$ cat config.mk
export PLATFORM = sky130hd
export DESIGN_NAME = input_conditioner_flat
export DESIGN_NICKNAME = d
export VERILOG_FILES = /design/src/rtl/input_conditioner_if.sv /design/src/rtl/input_conditioner.sv /design/src/flat_wrapper.sv
export SDC_FILE = /design/constraint.sdc
export NUM_CORES = 1
export LEC_CHECK = 0
export BUFFER_PORTS_ARGS = -buffer_cell sky130_fd_sc_hd__clkbuf_2
export CORE_MARGIN = 2
export CORE_UTILIZATION = 55
export CTS_CLUSTER_SIZE = 28
export DETAILED_ROUTE_END_ITERATION = 8
export GPL_TIMING_DRIVEN = 0
export PLACE_DENSITY = 0.77
export SETUP_SLACK_MARGIN = 0.4
export SLEW_MARGIN = 5
export SYNTH_ARGS = -nofsm -noshare
export SYNTH_HDL_FRONTEND = slang
export SYNTH_SLANG_ARGS = --single-unit
$ cat constraint.sdc
create_clock -name clk -period 1.99 [get_ports clk]
set_clock_uncertainty 0.1 [all_clocks]
set_input_delay 0.398 -clock clk [delete_from_list [all_inputs] [get_ports clk]]
set_output_delay 0.398 -clock clk [all_outputs]
set_load 0.02 [all_outputs]
$ cat src/rtl/input_conditioner_if.sv
// Button inputs and conditioned outputs exchanged between the raw player
// controls (master side) and the input conditioner (slave side).
interface input_conditioner_if;
    logic       izq;
    logic       der;
    logic       fire;
    logic [9:0] crosshair_x;
    logic       shot;
    logic       fire_busy;

    modport master (
        output izq, der, fire,
        input  crosshair_x, shot, fire_busy
    );

    modport slave (
        input  izq, der, fire,
        output crosshair_x, shot, fire_busy
    );
endinterface

$ cat src/rtl/input_conditioner.sv
// Synchronizes and debounces the player buttons, then turns them into a
// clamped crosshair column and a rate-limited single-cycle shot pulse.
module input_conditioner #(
    parameter int DEBOUNCE_CYCLES = 500000,
    parameter int REPEAT_CYCLES   = 1250000,
    parameter int STEP            = 4,
    parameter int X_MIN           = 0,
    parameter int X_MAX           = 639,
    parameter int X_START         = 320,
    parameter int FIRE_COOLDOWN   = 12500000
) (
    input  logic                 clk,
    input  logic                 reset,
    input_conditioner_if.slave   bus
);
    localparam int DB_W  = (DEBOUNCE_CYCLES > 1) ? $clog2(DEBOUNCE_CYCLES) : 1;
    localparam int RPT_W = (REPEAT_CYCLES > 1)   ? $clog2(REPEAT_CYCLES)   : 1;
    localparam int CD_W  = (FIRE_COOLDOWN > 1)   ? $clog2(FIRE_COOLDOWN)   : 1;

    localparam logic [DB_W-1:0]  DB_LAST  = DB_W'(DEBOUNCE_CYCLES - 1);
    localparam logic [RPT_W-1:0] RPT_LAST = RPT_W'(REPEAT_CYCLES - 1);
    localparam logic [CD_W-1:0]  CD_LAST  = CD_W'(FIRE_COOLDOWN - 1);

    localparam logic [10:0] STEP_X     = 11'(STEP);
    localparam logic [10:0] X_MIN_X    = 11'(X_MIN);
    localparam logic [10:0] X_MAX_X    = 11'(X_MAX);
    localparam logic [10:0] LEFT_FLOOR = 11'(X_MIN + STEP);
    localparam logic [9:0]  X_START_V  = 10'(X_START);

    // Bit 0 = izq, bit 1 = der, bit 2 = fire.
    logic [2:0] btn_raw;
    logic [2:0] deb_level;
    logic [2:0] deb_prev_level;
    logic [2:0] press;

    assign btn_raw = {bus.fire, bus.der, bus.izq};
    assign press   = deb_level & ~deb_prev_level;

    generate
        for (genvar gi = 0; gi < 3; gi++) begin : g_btn
            logic            sync1_reg;
            logic            sync2_reg;
            logic            deb_reg;
            logic            prev_reg;
            logic [DB_W-1:0] db_cnt_reg;

            always_ff @(posedge clk or negedge reset) begin
                if (!reset) begin
                    sync1_reg  <= 1'b0;
                    sync2_reg  <= 1'b0;
                    deb_reg    <= 1'b0;
                    prev_reg   <= 1'b0;
                    db_cnt_reg <= '0;
                end else begin
                    sync1_reg <= btn_raw[gi];
                    sync2_reg <= sync1_reg;
                    prev_reg  <= deb_reg;
                    if (sync2_reg == deb_reg) begin
                        db_cnt_reg <= '0;
                    end else if (db_cnt_reg == DB_LAST) begin
                        deb_reg    <= sync2_reg;
                        db_cnt_reg <= '0;
                    end else begin
                        db_cnt_reg <= db_cnt_reg + DB_W'(1);
                    end
                end
            end

            assign deb_level[gi]      = deb_reg;
            assign deb_prev_level[gi] = prev_reg;
        end
    endgenerate

    // Movement: exactly one direction held moves on press, then auto-repeats.
    logic             left_only;
    logic             right_only;
    logic             do_move;
    logic [9:0]       x_reg;
    logic [9:0]       x_next;
    logic [10:0]      x_wide;
    logic [10:0]      x_calc;
    logic [RPT_W-1:0] rpt_cnt_reg;
    logic [RPT_W-1:0] rpt_cnt_next;

    assign left_only  = deb_level[0] & ~deb_level[1];
    assign right_only = deb_level[1] & ~deb_level[0];
    assign x_wide     = {1'b0, x_reg};

    always_comb begin
        rpt_cnt_next = '0;
        x_next       = x_reg;
        do_move      = 1'b0;
        x_calc       = x_wide;
        if (left_only || right_only) begin
            if ((left_only && press[0]) || (right_only && press[1])) begin
                do_move = 1'b1;
            end else if (rpt_cnt_reg == RPT_LAST) begin
                do_move = 1'b1;
            end else begin
                rpt_cnt_next = rpt_cnt_reg + RPT_W'(1);
            end
        end
        if (do_move) begin
            // Eleven-bit arithmetic keeps the clamp free of wrap-around.
            if (left_only) begin
                x_calc = (x_wide < LEFT_FLOOR) ? X_MIN_X : (x_wide - STEP_X);
            end else begin
                x_calc = x_wide + STEP_X;
                if (x_calc > X_MAX_X) begin
                    x_calc = X_MAX_X;
                end
            end
            x_next = x_calc[9:0];
        end
    end

    always_ff @(posedge clk or negedge reset) begin
        if (!reset) begin
            x_reg       <= X_START_V;
            rpt_cnt_reg <= '0;
        end else begin
            x_reg       <= x_next;
            rpt_cnt_reg <= rpt_cnt_next;
        end
    end

    // Fire FSM: presses outside IDLE are dropped, never queued.
    typedef enum logic [1:0] {IDLE, SHOT, COOLDOWN} fire_state_t;

    fire_state_t     state_reg;
    fire_state_t     state_next;
    logic [CD_W-1:0] cd_cnt_reg;
    logic [CD_W-1:0] cd_cnt_next;
    logic            shot_reg;
    logic            busy_reg;

    always_comb begin
        state_next  = state_reg;
        cd_cnt_next = '0;
        case (state_reg)
            IDLE: begin
                if (press[2]) begin
                    state_next = SHOT;
                end
            end
            SHOT: begin
                state_next = COOLDOWN;
            end
            COOLDOWN: begin
                if (cd_cnt_reg == CD_LAST) begin
                    state_next = IDLE;
                end else begin
                    cd_cnt_next = cd_cnt_reg + CD_W'(1);
                end
            end
            default: begin
                state_next = IDLE;
            end
        endcase
    end

    always_ff @(posedge clk or negedge reset) begin
        if (!reset) begin
            state_reg  <= IDLE;
            cd_cnt_reg <= '0;
            shot_reg   <= 1'b0;
            busy_reg   <= 1'b0;
        end else begin
            state_reg  <= state_next;
            cd_cnt_reg <= cd_cnt_next;
            shot_reg   <= (state_next == SHOT);
            busy_reg   <= (state_next != IDLE);
        end
    end

    assign bus.crosshair_x = x_reg;
    assign bus.shot        = shot_reg;
    assign bus.fire_busy   = busy_reg;
endmodule

$ cat src/flat_wrapper.sv
// flat-port wrapper written by rule: the top's interface ports become plain ports
module input_conditioner_flat 
#(
    parameter int DEBOUNCE_CYCLES = 500000,
    parameter int REPEAT_CYCLES   = 1250000,
    parameter int STEP            = 4,
    parameter int X_MIN           = 0,
    parameter int X_MAX           = 639,
    parameter int X_START         = 320,
    parameter int FIRE_COOLDOWN   = 12500000
)
  (clk, reset, bus_izq, bus_der, bus_fire, bus_crosshair_x, bus_shot, bus_fire_busy);
  input_conditioner_if bus_i ();
  input  logic clk;
  input  logic reset;
  input wire logic [$bits(bus_i.izq)-1:0] bus_izq;
  input wire logic [$bits(bus_i.der)-1:0] bus_der;
  input wire logic [$bits(bus_i.fire)-1:0] bus_fire;
  output wire logic [$bits(bus_i.crosshair_x)-1:0] bus_crosshair_x;
  output wire logic [$bits(bus_i.shot)-1:0] bus_shot;
  output wire logic [$bits(bus_i.fire_busy)-1:0] bus_fire_busy;
  assign bus_i.izq = bus_izq;
  assign bus_i.der = bus_der;
  assign bus_i.fire = bus_fire;
  assign bus_crosshair_x = bus_i.crosshair_x;
  assign bus_shot = bus_i.shot;
  assign bus_fire_busy = bus_i.fire_busy;
  input_conditioner #(.DEBOUNCE_CYCLES(DEBOUNCE_CYCLES), .REPEAT_CYCLES(REPEAT_CYCLES), .STEP(STEP), .X_MIN(X_MIN), .X_MAX(X_MAX), .X_START(X_START), .FIRE_COOLDOWN(FIRE_COOLDOWN)) u_core (.clk(clk), .reset(reset), .bus(bus_i));
endmodule
==> flow_metrics.tcl <==
set metrics [dict create \
    gp_routability_congestion 0.856 \
    cts_sinks 127 \
    worstSkewPairLatency_ps 420 \
    arrival_ps 2350 \
    path_clk_slew_ps 60 \
    violations "setup timing" \
    final_common_cell "dfrtp_1" \
    grt_pass1_wl_um 27300 \
    use_met3 0.0637 \
    p_leak_nw 3.93 \
    drv_slew 0 \
    combPwrFrac 0.045 \
    hpwl_um 8380 \
    synth-main-ff-cell "dfrtp_1" \
    ys_warn_count 0 \
    drt_iter0_markers 470 \
    antenna_left 0 \
    ys_ff_latch 127 \
    fin_ws_ps -103 \
    startpoint_type "register" \
    grt_start_max_net_pins 113 \
    cp_max_fo 9 \
    tightest_slew_ps 553 \
    crit_chain "ha_2 > buf_6 > or2b_1 > or4_4 > a311oi_2 > a41o_1 > a22o_1" \
    num-nets-final 812 \
    end_kind "register" \
    grt_util_met1 0.316 \
    die-area_um2 12600 \
    syn_nets 669 \
    synth_enable_flop_cells 0 \
    postSynthCellCount 654 \
    seqPwrFrac 0.434 \
    grt_pass1_vias 5603 \
    start_util 0.564 \
    p_int_w 0.00470 \
    fp.dieW_um 112 \
    synthArstFlopShare 1.00 \
    synth_top_area_cell "dfrtp_1" \
    clock_path_buffers 2 \
    drcViolationCount 0 \
    rows 39 \
    io_pins 17 \
    syn-cell-area_um2 6460 \
    drt_wl_total_um 19800 \
    switching_share 0.225 \
    portBuffers 16 \
    hold_viol 0 \
    avgSynthCellArea_um2 9.89 \
    diodes 0 \
    ys_seq_area_frac 0.492 \
    min_period_ps 2090 \
    grt-ovfl-total 0 \
    core_area_um2 11500 \
    rsz0062_at_grt "yes" \
    antenna_found_initial 0 \
    worstPathRequired_ps 2250 \
    holdCritPathClass "register to register" \
    vias 5787 \
    rrSetupSlack_ps -100 \
    final_cell_mix "104 x dfrtp_1, 81 x nor2_4, 73 x buf_4, 40 x xor2_1" \
    synth_area_leaders "dfrtp_1 48%, xor2_1 7.5%, nor2_1 7.4%" \
    max_freq_mhz 478 \
    slew_headroom 0.628 \
    outcome "finished with violations" \
    drive_gt1_frac 0.489 \
    worstSetupPathType "register to register" \
    grt_use_met2 0.494 \
    wl_per_cell_um 20.8 \
    finalPower_w 0.00607 \
    cts_root_buffer "clkbuf_16" \
    finalCritPeriodShare 1.05 \
    numCtsBuffers 17 \
    crit_slowest_cell "dfrtp_2" \
    p_per_area_nw_per_um2 613 \
    dieHeight_um 112 \
    cts_max_level 4 \
    largest_register_ffs 57 \
    avgViaCountPerCell 6.07 \
    switchingPower_w 0.00136 \
    postLayoutCoreUtil 0.863 \
    track_usage 0.271 \
    ir_drop_mv 0.878 \
    p_clk_frac 0.521 \
    slowest_delay_ps 430 \
    synth_top_area_frac 0.484 \
    nFillCells 498 \
    grt.busiest_layer "met2" \
    cap_violations 0 \
    ys_types 61 \
    cts_tree "yes" \
    syn2layout_area_growth_pct 53.1 \
    setup_viol 3 \
    first_pass_iters 6 \
]
## routing by layer
layer / vias to the layer above / routed length (µm)
met1: 2925 / 7260
li1: 2531 / -
met3: 83 / 844
met2: 248 / 10900
met5: - / 0
met4: 0 / 887
## kinds of logic (layout without fill, tap and decap cells)
kind of cell,Yosys count,count (layout),synth area share
AOI/OAI and AO/OA,45,45,0.0468
xor gates and xnor gates,96,96,0.130
adders and majority gates,10,10,0.0194
and+or+nand+nor,335,335,0.267
muxes,3,3,0.00484
buffers and inverters,38,194,0.0404
DFF,127,127,0.492
## Yosys cell counts, drive strengths merged (2+ instances only)
master and count:
o2bb2ai 2, nand3 45, nor4 13, and4 10
nor3b 3, nor3 20, clkbuf 8, nand3b 4
a21oi 7, ha 10, xor2 55, a22o 2
nand4b 2, and2 3, buf 14, dfrtp 125
and3 10, nor2 128, nand2 43, or4 3
o21ai 17, a31oi 4, dfstp 2, inv 16
mux2i 2, nand2b 3, or2 5, nand4 23
nor4b 6, or3 5, and2b 2, xnor2 41
nor4bb 4, o211ai 3
## worst max-delay path: cells and delay by family (launching register included)
family	cells	cell delay, ps
adders and majority gates	1	180
buffers and inverters	1	130
DFF	1	430
AOI/OAI and AO/OA	3	550
and+or+nand+nor	2	650
## through the flow
stage	hold WS [ps]	instances	instance area, µm²	setup slack, ps	TNS (ps)
final	250	953	9900	-103	-182
after global routing	262	953	9900	-162	-872
after CTS	251	922	8870	-47.9	-90.3
after detailed placement	160	814	6890	-79.9	-140
after global placement	233	813	6860	-1670	-178120
after floorplan	2.41	654	6600	1.91	0
## power groups by stage
stage          registers [W]  clock network (W)  logic [W]
6_report             0.00263            0.00316   0.000274
5_1_grt              0.00263            0.00331   0.000295
4_1_cts              0.00263            0.00316   0.000227
3_5_place_dp         0.00267                  0   0.000132
3_3_place_gp         0.00267                  0   0.000120
2_1_floorplan        0.00267                  0  0.0000572
## path summary, 6_finish.rpt
check	start	end	cells past startpoint
worst min-delay path	u_core.g_btn[0].sync1_reg$_DFF_PN0_	u_core.g_btn[0].sync2_reg$_DFF_PN0_	0
worst max register to register	u_core.bus.crosshair_x[3]$_DFFE_PN0P_	u_core.bus.crosshair_x[8]$_DFFE_PN1P_	7
worst max-delay path	u_core.bus.crosshair_x[3]$_DFFE_PN0P_	u_core.bus.crosshair_x[8]$_DFFE_PN1P_	7
max in group asynchronous	reset	u_core.g_btn[2].db_cnt_reg[0]$_DFF_PN0_	3
min in group asynchronous	reset	u_core.rpt_cnt_reg[6]$_DFF_PN0_	2
worst min register to register	u_core.g_btn[0].sync1_reg$_DFF_PN0_	u_core.g_btn[0].sync2_reg$_DFF_PN0_	0
## final cells by class
cell class                 instances  area [µm²]  share of cell area
timing repair buffer             124        1150               0.116
inverter                          16        65.1             0.00657
tap                              143         179              0.0181
sequential                       127        3210               0.324
multi-input combinational        489        4370               0.441
clock buffer                      20         437              0.0441
buffer                            22         327              0.0330
clock inverter                    12         163              0.0164
## what timing repair did
item                       CTS  global route
setup endpoints to repair  117           118
gates resized for setup    200           177
hold buffers                 4             0
gates cloned                 7             0
hold endpoints to repair    18             0
setup buffers               65            31
pin swaps                   82            56
Note: power is estimated with default switching activity, not from simulation.
